## src/rtl/lfsr_gen.sv

```systemverilog
// Parametrised LFSR (Fibonacci or Galois) with load, all-zero lock-up recovery
// and a period monitor that measures the step count from SEED back to SEED.
module lfsr_gen #(
  parameter int unsigned     W    = 4,
  parameter logic [W-1:0]    TAPS = 4'b0011,
  parameter logic [W-1:0]    SEED = '1,
  parameter bit              MODE = 1'b0
) (
  input  logic         c,
  input  logic         l,
  input  logic         en,
  input  logic         ld,
  input  logic [W-1:0] ld_val,
  output logic [W-1:0] o,
  output logic         so,
  output logic         wrap,
  output logic         lock,
  output logic [W-1:0] per
);

  logic [W-1:0] fib_next;
  logic [W-1:0] gal_next;
  logic [W-1:0] step_next;
  logic [W-1:0] cnt;

  // NOTE: every variable written here gets a default first, so no path can infer a latch.
  always_comb begin
    fib_next = {^(o & TAPS), o[W-1:1]};
    gal_next = '0;
    gal_next[W-1] = o[0];
    for (int i = 0; i < int'(W) - 1; i++) begin
      gal_next[i] = o[i+1] ^ (TAPS[i] & o[0]);
    end
    step_next = MODE ? gal_next : fib_next;
  end

  assign so = o[0];

  // NOTE: all state uses non-blocking assignments; reset is synchronous, sampled on the clock edge.
  always_ff @(posedge c) begin
    if (l) begin
      o    <= SEED;
      cnt  <= '0;
      per  <= '0;
      wrap <= 1'b0;
      lock <= 1'b0;
    end else begin
      wrap <= 1'b0;
      lock <= 1'b0;
      if (ld) begin
        o   <= ld_val;
        cnt <= '0;
      end else if (en) begin
        if (o == '0) begin
          // All-zero is a fixed point of the shift; recover to SEED instead of stepping.
          o    <= SEED;
          cnt  <= '0;
          lock <= 1'b1;
        end else begin
          o <= step_next;
          if (step_next == SEED) begin
            per  <= cnt + 1'b1;
            cnt  <= '0;
            wrap <= 1'b1;
          end else if (cnt != '1) begin
            cnt <= cnt + 1'b1;
          end
        end
      end
    end
  end

endmodule
```

## config.mk

```make
export PLATFORM = sky130hd
export DESIGN_NAME = lfsr_gen
export DESIGN_NICKNAME = d
export VERILOG_FILES = /design/src/rtl/lfsr_gen.sv
export SDC_FILE = /design/constraint.sdc
export NUM_CORES = 1
export LEC_CHECK = 0
export ABC_AREA = 1
export ABC_CLOCK_PERIOD_IN_PS = 1600
export CAP_MARGIN = 20
export CORE_MARGIN = 2
export CORE_UTILIZATION = 46
export CTS_CLUSTER_SIZE = 12
export DETAILED_ROUTE_END_ITERATION = 10
export PLACE_DENSITY = 0.77
export SETUP_SLACK_MARGIN = 0.15
export SLEW_MARGIN = 5
export SYNTH_ARGS = -nofsm -noshare
export SYNTH_HDL_FRONTEND = slang
export SYNTH_SLANG_ARGS = --single-unit
```

## constraint.sdc

```tcl
create_clock -name c -period 1.6 [get_ports c]
set_input_delay 0.16 -clock c [delete_from_list [all_inputs] [get_ports c]]
set_output_delay 0.16 -clock c [all_outputs]
set_load 0.005 [all_outputs]
```

== Yosys cells after proc, flatten, opt, wreduce, memory -nomap -nowiden ==
Cells that the tools add are included.

* Logic and storage cells: 28
* Flip-flop bits (word level): 14
* Output and inout bits: 11

* $add $sub $neg: 1
* Muxes and demuxes: 8
* Reductions and logical operators: 9
* Equal/unequal tests: 2
* Bitwise gates (word level): 3

{| class="wikitable"
|+ Operators with widths
! kind !! count
|-
| 4-bit 2-to-1 mux || 6
|-
| 4-bit by 1-bit adder with 4-bit output, second input constant || 1
|-
| 4-bit == test, second input constant || 1
|-
| 4-bit logical NOT || 1
|-
| 4-bit inequality test, second input constant || 1
|-
| 4-bit AND reduction || 1
|-
| 4-bit OR reduction || 1
|-
| 4-bit parity || 1
|-
| 1-bit NOT || 3
|-
| 3-bit nonzero test || 1
|-
| 3-bit OR reduction || 1
|-
| 1-bit 2-to-1 mux || 2
|-
| 2-bit AND reduction || 1
|-
| 2-bit nonzero test || 1
|-
| 2-bit OR reduction || 1
|}

== Logic depth before layout (Yosys ltp) ==
* Depth after elaboration: 4
* Gate-level depth with buffers: 9
* Gate-level depth less buffers: 9

== Worst setup path after synthesis ==
No wires, ideal clock.

* Path type: flip-flop to flip-flop
* Start: reg o[1]
* End: reg per[1]
* Slack: 0.254 ns
* Path buffers: 0
* Data arrival time: 1.230 ns
* Period minus slack after synthesis: 1.346 ns
* Cell stages (with the launch flop): 10
* Required time: 1.484 ns
* Path through: dfxtp_1 > inv_1 > ha_1 > nand2_1 > nor2_1 > nand2_1 > nor2_4 > inv_2 > nor2_1 > nor2_1

* Word-level cells in the longest chain between the ends: 3
* Elaborated cells on any way between the ends: 5
* Those cells by class: eq/ne: 1; bitwise: 1; reduce/logical: 3

{| class="wikitable"
|+ Ends and longest elaborated chain
! what !! line !! source
|-
| from (decl) || 14 || <nowiki>output logic [W-1:0] o,</nowiki>
|-
| from (signal assigned) || 51 || <nowiki>o <= ld_val;</nowiki>
|-
| from (signal assigned) || 60 || <nowiki>o <= step_next;</nowiki>
|-
| 4-bit parity / 4-bit logical NOT (equally long branches) || 28, 54 ||
|-
| 4-bit == test / 1-bit NOT (equally long branches) || - ||
|-
| 4-bit AND reduction (no line) (*) || - ||
|-
| to (signal assigned) || 62 || <nowiki>per <= cnt + 1'b1;</nowiki>
|-
| to (decl) || 18 || <nowiki>output logic [W-1:0] per</nowiki>
|}

Every way passes the cells marked *; elsewhere a longest branch is shown, timed or not.
A chain may end at the register's enable or synchronous reset.

== Worst setup path after layout ==
* Start: reg o[1]
* End: reg per[2]

The elaborated chain is that of the path after synthesis.

==> out/results.txt <==
Outcome -> finished, final reports clean
RSZ-0062 raised after global routing -> yes
Crit path buf inv count -> 2
DR WL/cell -> 10.7 microns
Crit. End Element -> flip-flop
Width of the die -> 43.5 microns
Fraction of synthesized cell area in xor and xnor cells -> 0%
Pint -> 0.526 mW
Clk pwr share -> 26.2%
F_max -> 0.710 GHz
VDD IR max -> 0.457 mV
Root Buffer -> clkbuf_4
Leakage Power -> 0.421 nW
Met1 WL -> 737 microns
Vias in the first global route -> 576
Final hold vios -> 0
Final net count -> 134
Worst Path Arrival -> 1.57 ns
Cell family with most CP delay -> simple AND/OR/NAND/NOR gates
Via count -> 698
Setup tns final -> 0 ns
Uppermost layer routed -> met4
Clock Tree Buf Depth -> 2
Register share of total power -> 53.8%
Most frequent cells in the layout -> nor2_1, clkdlybuf4s50_1, nand2_1, dfxtp_1, inv_1
Part of the Yosys area used for sequential elements -> 39.0%
DP HPWL -> 1110 microns
Final Non-Filler Cells -> 138
Share of layout cells above drive strength 1 -> 19.7%
Post-synthesis mux area share -> 0%
Synth Register Bits -> 14
Crit-path max cell delay -> 0.37 ns
DR WL met2 -> 648 microns
Placed Instances -> 135
Synth Area in Simple Gates -> 38.6%
Cell Area, Placed -> 915 sq um
Initial antenna violation count -> 0
CTS tree -> built
DIE AREA -> 1900 sq um
Post-Synthesis Cells -> 102
First-pass DRT Iterations -> 4
First-pass GRT wire length -> 2420 microns
Power share of the combinational group -> 20.0%
Wire length on met3 -> 69 microns
Crit path max fanout -> 6
Vias/cell -> 5.06
Mapped Area -> 719 sq um
Core Box Area -> 1490 sq um
Die height -> 43.5 microns
Final instance area -> 967 sq um
Max cap viols -> 0
Num CTS Buffers -> 3
GP Congestion -> 0.885
Synth Area in Adders -> 3.48%
Routed WL -> 1470 microns
Critical Path Source Type -> flip-flop
Final Slew Violations -> 0
Hold_buf cts -> 0
# rows -> 14
Clock Skew -> 0.00311 ns
Tmin final -> 1.41 ns
# diodes -> 0
Gr usage total -> 17.4%
Type of the worst min-delay path -> flip-flop to flip-flop
Fin crit share -> 88.0%
Largest net degree at the start of global routing -> 11
H-tree depth -> 1
Clk slew on worst S/H paths -> 0.08 ns
Post-route DRC -> 0
DRT antenna net count -> 0
Drt initial violations -> 11
Setup repair bufs after CTS -> 0
Total gr overflow -> 0
Synthesized net count -> 112
Utilization after layout -> 65.0%
Boundary pin count -> 19
Crit-path slowest cell -> dfxtp_4
PD cells -> 735 nW/um^2
Final worst setup slack -> 0.192 ns
Area grow syn2layout -> 34.4%
Slew headroom -> 74.7%
Switch share -> 26.0%
Port bufs -> 18
Initial Util -> 48.3%
Worst Path Required -> 1.76 ns
Worst Path Class, Setup -> flip-flop to flip-flop
Setup violators final -> 0
Clk Latency, worst-skew pair -> 0.27 ns
Library cells used by synthesis -> 20
Mean cell area of the mapped netlist -> 7.05 sq um
Worst hold margin -> 0.492 ns
Sw Pwr -> 0.185 mW
Total Power -> 0.710 mW
Pre-CTS setup slack -> 0.168 ns
Largest family of logic cells by synthesized area -> simple AND/OR/NAND/NOR gates
Complex-gate fraction of the synthesized area -> 11.0%
Worst-margin pin slew -> 0.378 ns
# clock sinks -> 14
CP Cell Sequence -> inv_2, ha_4, nand2_2, nor2_1, nand2_1, nor2_4, inv_2, nor2_2, nor2_1
Synth warnings -> 0
## final cells by class
class,instances,area [sq um]
clock buffer,3,22.5
fill,132,522
inverter,12,45.0
multi-input combinational,74,404
sequential,14,288
tap,16,20.0
timing repair buffer,19,188
## power by group through the flow
stage	clock network [mW]	registers (mW)	logic, mW
2_1_floorplan	0	0.387	0.0757
3_3_place_gp	0	0.388	0.132
3_5_place_dp	0	0.388	0.133
4_1_cts	0.196	0.381	0.134
5_1_grt	0.212	0.385	0.159
6_report	0.186	0.382	0.142
## sequential cells by signal (all words and copies together) (netlist names)
register and count:
o 4, cnt 4, per 4, wrap 1
lock 1
## logic make-up (layout without fill, tap and decap cells)
group / after synthesis / after routing
AO/OA/AOI/OAI: 15 / 15
flip-flops: 14 / 14
buffers and inverters: 14 / 34
AND/OR/NAND/NOR: 57 / 57
adder cells (fa/ha/maj): 2 / 2
## Yosys cell counts, drive strengths merged
master,n,share of area [%]
a21oi,4,2.8
buf,2,1.7
dfxtp,14,39
ha,2,3.5
inv,12,6.3
nand2,21,13
nand3,8,8.0
nand4,1,0.87
nor2,24,14
nor3,3,2.1
o21ai,8,5.6
o22ai,3,2.6
## layer usage
layer  up-vias  track usage, %
met5         -               0
met3         4            6.67
li1        369               -
met4         0            7.27
met2        16            24.4
met1       309            23.7
## final timing paths
path | from | cells past startpoint | endpoint | slack (ns)
worst max-delay path | o[1] | 9 | per[2] | 0.19
worst max register to register | o[1] | 9 | per[2] | 0.19
worst min register to register | per[3] | 2 | per[3] | 0.49
worst min-delay path | per[3] | 2 | per[3] | 0.49
## worst min-delay path, cell delays in order (launching register included)
cell     delay (ns)
dfxtp_1        0.31
nor2_1         0.09
nor2_1         0.05
## what timing repair did
| action | CTS | global route |
|---|---|---|
| pin swaps | 0 | 5 |
| endpoints found under the setup margin | 1 | 10 |
| resized for setup | 1 | 11 |
Note: power is estimated with default switching activity, not from simulation.
